[config.mk]
export PLATFORM = sky130hd
export DESIGN_NAME = fifo_multi_mode
export DESIGN_NICKNAME = d
export VERILOG_FILES = /design/src/rtl/fifo_multi_mode.sv
export SDC_FILE = /design/constraint.sdc
export NUM_CORES = 1
export LEC_CHECK = 0
export BUFFER_PORTS_ARGS = -buffer_cell sky130_fd_sc_hd__buf_2
export CAP_MARGIN = 15
export CORE_ASPECT_RATIO = 1.25
export CORE_UTILIZATION = 48
export CTS_CLUSTER_SIZE = 8
export DETAILED_ROUTE_END_ITERATION = 8
export PLACE_DENSITY = 0.63
export SLEW_MARGIN = 25
export SYNTH_ARGS = -nofsm -noshare
export SYNTH_HDL_FRONTEND = slang
export SYNTH_SLANG_ARGS = --single-unit
[constraint.sdc]
create_clock -name clk -period 6.2 [get_ports clk]
set_input_delay 0.62 -clock clk [delete_from_list [all_inputs] [get_ports clk]]
set_output_delay 0.62 -clock clk [all_outputs]
set_load 0.03 [all_outputs]
[src/rtl/fifo_multi_mode.sv]
// Single-clock FIFO with compile-time standard/FWFT read mode, occupancy count,
// programmable almost flags, synchronous flush and sticky overflow/underflow flags.
module fifo_multi_mode #(
    parameter int DATA_WIDTH = 32,
    parameter int ADDR_WIDTH = 4,
    parameter int FWFT       = 0,
    parameter int AF_LEVEL   = 2**ADDR_WIDTH - 2,
    parameter int AE_LEVEL   = 2
) (
    input  logic                  clk,
    input  logic                  rst_n,
    input  logic                  flush,
    input  logic                  wren,
    input  logic [DATA_WIDTH-1:0] wdat,
    input  logic                  rden,
    output logic [DATA_WIDTH-1:0] rdat,
    output logic                  rvld,
    output logic                  full,
    output logic                  empty,
    output logic                  almost_full,
    output logic                  almost_empty,
    output logic [ADDR_WIDTH:0]   count,
    input  logic                  clr_err,
    output logic                  overflow,
    output logic                  underflow
);
    localparam int DEPTH = 2**ADDR_WIDTH;
    localparam logic [ADDR_WIDTH:0] AF_THR = (ADDR_WIDTH+1)'(AF_LEVEL);
    localparam logic [ADDR_WIDTH:0] AE_THR = (ADDR_WIDTH+1)'(AE_LEVEL);
    localparam logic [ADDR_WIDTH:0] PTR_ONE = (ADDR_WIDTH+1)'(1);

    logic [DATA_WIDTH-1:0] mem_q [DEPTH];
    logic [ADDR_WIDTH:0]   wr_ptr_q, wr_ptr_d;
    logic [ADDR_WIDTH:0]   rd_ptr_q, rd_ptr_d;
    logic [DATA_WIDTH-1:0] rdat_q, rdat_d;
    logic                  rvld_q, rvld_d;
    logic                  ovf_q, ovf_d;
    logic                  udf_q, udf_d;

    logic                  empty_w, full_w, wr_acc, rd_acc;
    logic [ADDR_WIDTH:0]   count_w;
    logic [DATA_WIDTH-1:0] head_w;

    // The pointer MSB is a wrap bit, so full and empty differ only in that bit.
    assign empty_w = (wr_ptr_q == rd_ptr_q);
    assign full_w  = (wr_ptr_q[ADDR_WIDTH] != rd_ptr_q[ADDR_WIDTH]) &&
                     (wr_ptr_q[ADDR_WIDTH-1:0] == rd_ptr_q[ADDR_WIDTH-1:0]);
    assign count_w = wr_ptr_q - rd_ptr_q;
    assign head_w  = mem_q[rd_ptr_q[ADDR_WIDTH-1:0]];

    assign wr_acc = wren && !full_w && !flush;
    assign rd_acc = rden && !empty_w && !flush;

    always_comb begin
        wr_ptr_d = wr_ptr_q;
        rd_ptr_d = rd_ptr_q;
        rdat_d   = '0;
        rvld_d   = 1'b0;
        ovf_d    = clr_err ? 1'b0 : ovf_q;
        udf_d    = clr_err ? 1'b0 : udf_q;
        if (flush) begin
            wr_ptr_d = '0;
            rd_ptr_d = '0;
        end else begin
            if (wr_acc) wr_ptr_d = wr_ptr_q + PTR_ONE;
            if (rd_acc) begin
                rd_ptr_d = rd_ptr_q + PTR_ONE;
                rdat_d   = head_w;
                rvld_d   = 1'b1;
            end
            // A new error event wins over a same-cycle clear.
            if (wren && full_w)  ovf_d = 1'b1;
            if (rden && empty_w) udf_d = 1'b1;
        end
    end

    always_ff @(posedge clk or negedge rst_n) begin
        if (!rst_n) begin
            wr_ptr_q <= '0;
            rd_ptr_q <= '0;
            rdat_q   <= '0;
            rvld_q   <= 1'b0;
            ovf_q    <= 1'b0;
            udf_q    <= 1'b0;
        end else begin
            wr_ptr_q <= wr_ptr_d;
            rd_ptr_q <= rd_ptr_d;
            rdat_q   <= rdat_d;
            rvld_q   <= rvld_d;
            ovf_q    <= ovf_d;
            udf_q    <= udf_d;
        end
    end

    always_ff @(posedge clk) begin
        if (wr_acc) mem_q[wr_ptr_q[ADDR_WIDTH-1:0]] <= wdat;
    end

    // FWFT presents the head combinationally from the registered read pointer.
    assign rdat = (FWFT != 0) ? (empty_w ? '0 : head_w) : rdat_q;
    assign rvld = (FWFT != 0) ? !empty_w : rvld_q;

    assign empty        = empty_w;
    assign full         = full_w;
    assign count        = count_w;
    assign almost_full  = (count_w >= AF_THR);
    assign almost_empty = (count_w <= AE_THR);
    assign overflow     = ovf_q;
    assign underflow    = udf_q;

    always_ff @(posedge clk) begin
        assert (AF_LEVEL >= 0 && AF_LEVEL <= DEPTH)
            else $error("fifo_multi_mode: AF_LEVEL out of range");
        assert (AE_LEVEL >= 0 && AE_LEVEL <= DEPTH)
            else $error("fifo_multi_mode: AE_LEVEL out of range");
    end
endmodule

==> metrics.txt <==
most common cell after layout, fill and taps aside edfxtp_1; setup repair bufs after CTS 0; CTS clk-pin slew, worst paths 50 ps; Avg WL per Cell 26.2 um; R2R setup slack 2400 ps; total power 9180 uW; vias in the first global route 11107; crit-path max cell delay 470 ps; Synth Area per Inst 19.5 sq um; Final GP Congestion 0.801; async set or reset register ratio after synthesis 0.0808; Final #Nets 1280; Hold Crit Class in2async; largest net degree at the start of global routing 121; worst reg-to-reg path cell count 9; CP dominant cell by count buf_4; initial antenna violation count 0; Synth cell types 43; die span in x 191 um; CP endpoint kind primary output; critical-path cell list buf_4 > clkinv_1 > buf_4 > ha_1 > a21o_1 > a31oi_1 > xnor2_1 > a2111oi_0 > buf_2; most frequent cells in the layout 512 x edfxtp_1, 128 x mux2i_1, 99 x nand2_1; Setup CP Type reg2out; post-synthesis cell area 21400 sq um; Synth Instances 1098; DRT iter0 DRCs 1034; Hold Buf Count CTS 0; Vias/cell 5.79; total CTS buffers 79; TritonCTS clock tree yes; crit path DAT 3390 ps; GRT overflow 0; Final Hold Violating Endpoints 0; post-CTS sizing 0; VDD IR max 232 uV; CP max-delay cell buf_4; via count 10827; Tot GR Track Use 0.222; first-pass GRT wire length 71900 um; final period utilization 0.647; status complete, no violations; Seq cells post-synth 557; Clk Tree Root Cell clkbuf_16; Initial Utilization 0.487; Slew Viols, Final 0; Worst Path Required 5580 ps; # diodes 0; Post-DP HPWL 28900 um; drt total wl 49000 um; RSZ-0062 raised after global routing no; final core occ 0.571; H-tree depth 3; reg-to-reg startpoint rd_ptr_q[2]$_DFFE_PN0P_; Core Box Area 44000 sq um; Worst Clk Skew 21.4 ps; Synthesis Warnings 0; PD cells 366 nW/um^2; residual DRC count 0; Area Growth Syn to Fin 17.3%; Final TNS setup 0 ps; fill count 3203; DRT antenna net count 0; Final setup viols 0; Slew @ Worst Pin 976 ps; Port-buffer cells 81; Leak 0.00842 uW; Sink Count 557; fin crit period 4010 ps; Die Ht 238 um; Main synth FF type edfxtp_1; Max clock buf depth 3; DRT Pass-1 Iters 5; end of the worst register-to-register path mem_q[13][21]$_DFFE_PP_; max-cap viol count 0; die area 45500 sq um; clk_lat worst skew 590 ps; I/O pin count 82; Hold WS 194 ps; Net Count, Synth 1146; number of synthesized flops with an enable pin 512; post-synthesis sequential area ratio 0.770; Startpoint Class flip-flop; fraction of layout cells with a size suffix above 1 0.223; Rel. slew slack 0.349; CP max FO 38; num rows 86; maximum clock rate 249 MHz
sequential cells by signal, summed over array words and instances (netlist names):
signal,cells
underflow,1
rvld,1
rdat,32
rd_ptr_q,5
overflow,1
mem_q,512
wr_ptr_q,5
through the flow:
step	setup slack, ps	cell area [sq um]	instances
after CTS	2150	25100	1868
after detailed placement	2310	22700	1721
after global routing	2020	25100	1870
after global placement	2230	22400	1707
after floorplan	1710	21400	1098
final	2190	25100	1870
where the power goes:
| part | switching (uW) | internal [uW] |
|---|---|---|
| clock | 1510 | 2480 |
| combinational | 576 | 403 |
| sequential | 46.9 | 4160 |
kinds of logic after synthesis:
| kind of cell | synth area share |
|---|---|
| buffers and inverters | 0.0218 |
| AOI/OAI and AO/OA | 0.0415 |
| xor gates and xnor gates | 0.00444 |
| DFF | 0.770 |
| adders and majority gates | 0.00619 |
| muxes | 0.129 |
| and+or+nand+nor | 0.0269 |
worst max path at each step:
stage          depth (start not counted)  slack [ps]                       to                     from
2_1_floorplan                          8        1710    mem_q[0][0]$_DFFE_PP_  rd_ptr_q[2]$_DFFE_PN0P_
5_1_grt                                9        2020             almost_empty  rd_ptr_q[2]$_DFFE_PN0P_
3_3_place_gp                           8        2230   mem_q[5][22]$_DFFE_PP_  rd_ptr_q[2]$_DFFE_PN0P_
3_5_place_dp                           8        2310  mem_q[10][19]$_DFFE_PP_  rd_ptr_q[2]$_DFFE_PN0P_
6_report                               9        2190             almost_empty  rd_ptr_q[2]$_DFFE_PN0P_
4_1_cts                                9        2150             almost_empty  rd_ptr_q[2]$_DFFE_PN0P_
critical path: cells and delay by family, from the launching register on:
kind	cells	cell delay (ps)
AOI/OAI and AO/OA	3	750
xor gates and xnor gates	1	130
adders and majority gates	1	380
buffers and inverters	4	1170
DFF	1	340
cell usage after synthesis (all sizes together) (2+ instances only):
cell type	n	area, sq um
ha	9	113
a311oi	31	272
a21oi	5	25.0
nand2	99	372
and3	2	12.5
xnor2	5	51.3
o211ai	3	22.5
nor3	4	20.0
nand2b	4	25.0
inv	9	33.8
o21ai	5	25.0
a21o	3	22.5
o32ai	2	17.5
xor2	5	43.8
a22oi	62	465
edfxtp	512	15400
mux4	65	1460
buf	35	332
nor2	22	82.6
and3b	2	17.5
mux2i	128	1280
or3	3	18.8
clkbuf	26	97.6
dfrtp	45	1130
layer usage:
metal | track usage | vias to the layer above | wire [um]
met5 | 0 | - | 0
met4 | 0.0839 | 0 | 1250
met3 | 0.0509 | 78 | 3430
met2 | 0.340 | 387 | 23400
met1 | 0.309 | 5661 | 21000
li1 | - | 4701 | -
cell type report:
| type | instances | area [sq um] | area share |
|---|---|---|---|
| clock inverters | 4 | 31.3 | 0.00125 |
| flip-flops and latches | 557 | 16500 | 0.657 |
| multi-input cells | 470 | 4570 | 0.182 |
| repair buffers | 114 | 957 | 0.0381 |
| well taps | 572 | 716 | 0.0285 |
| inverters | 10 | 37.5 | 0.00149 |
| clock buffers | 143 | 2300 | 0.0917 |
Note: power is estimated with default switching activity, not from simulation.
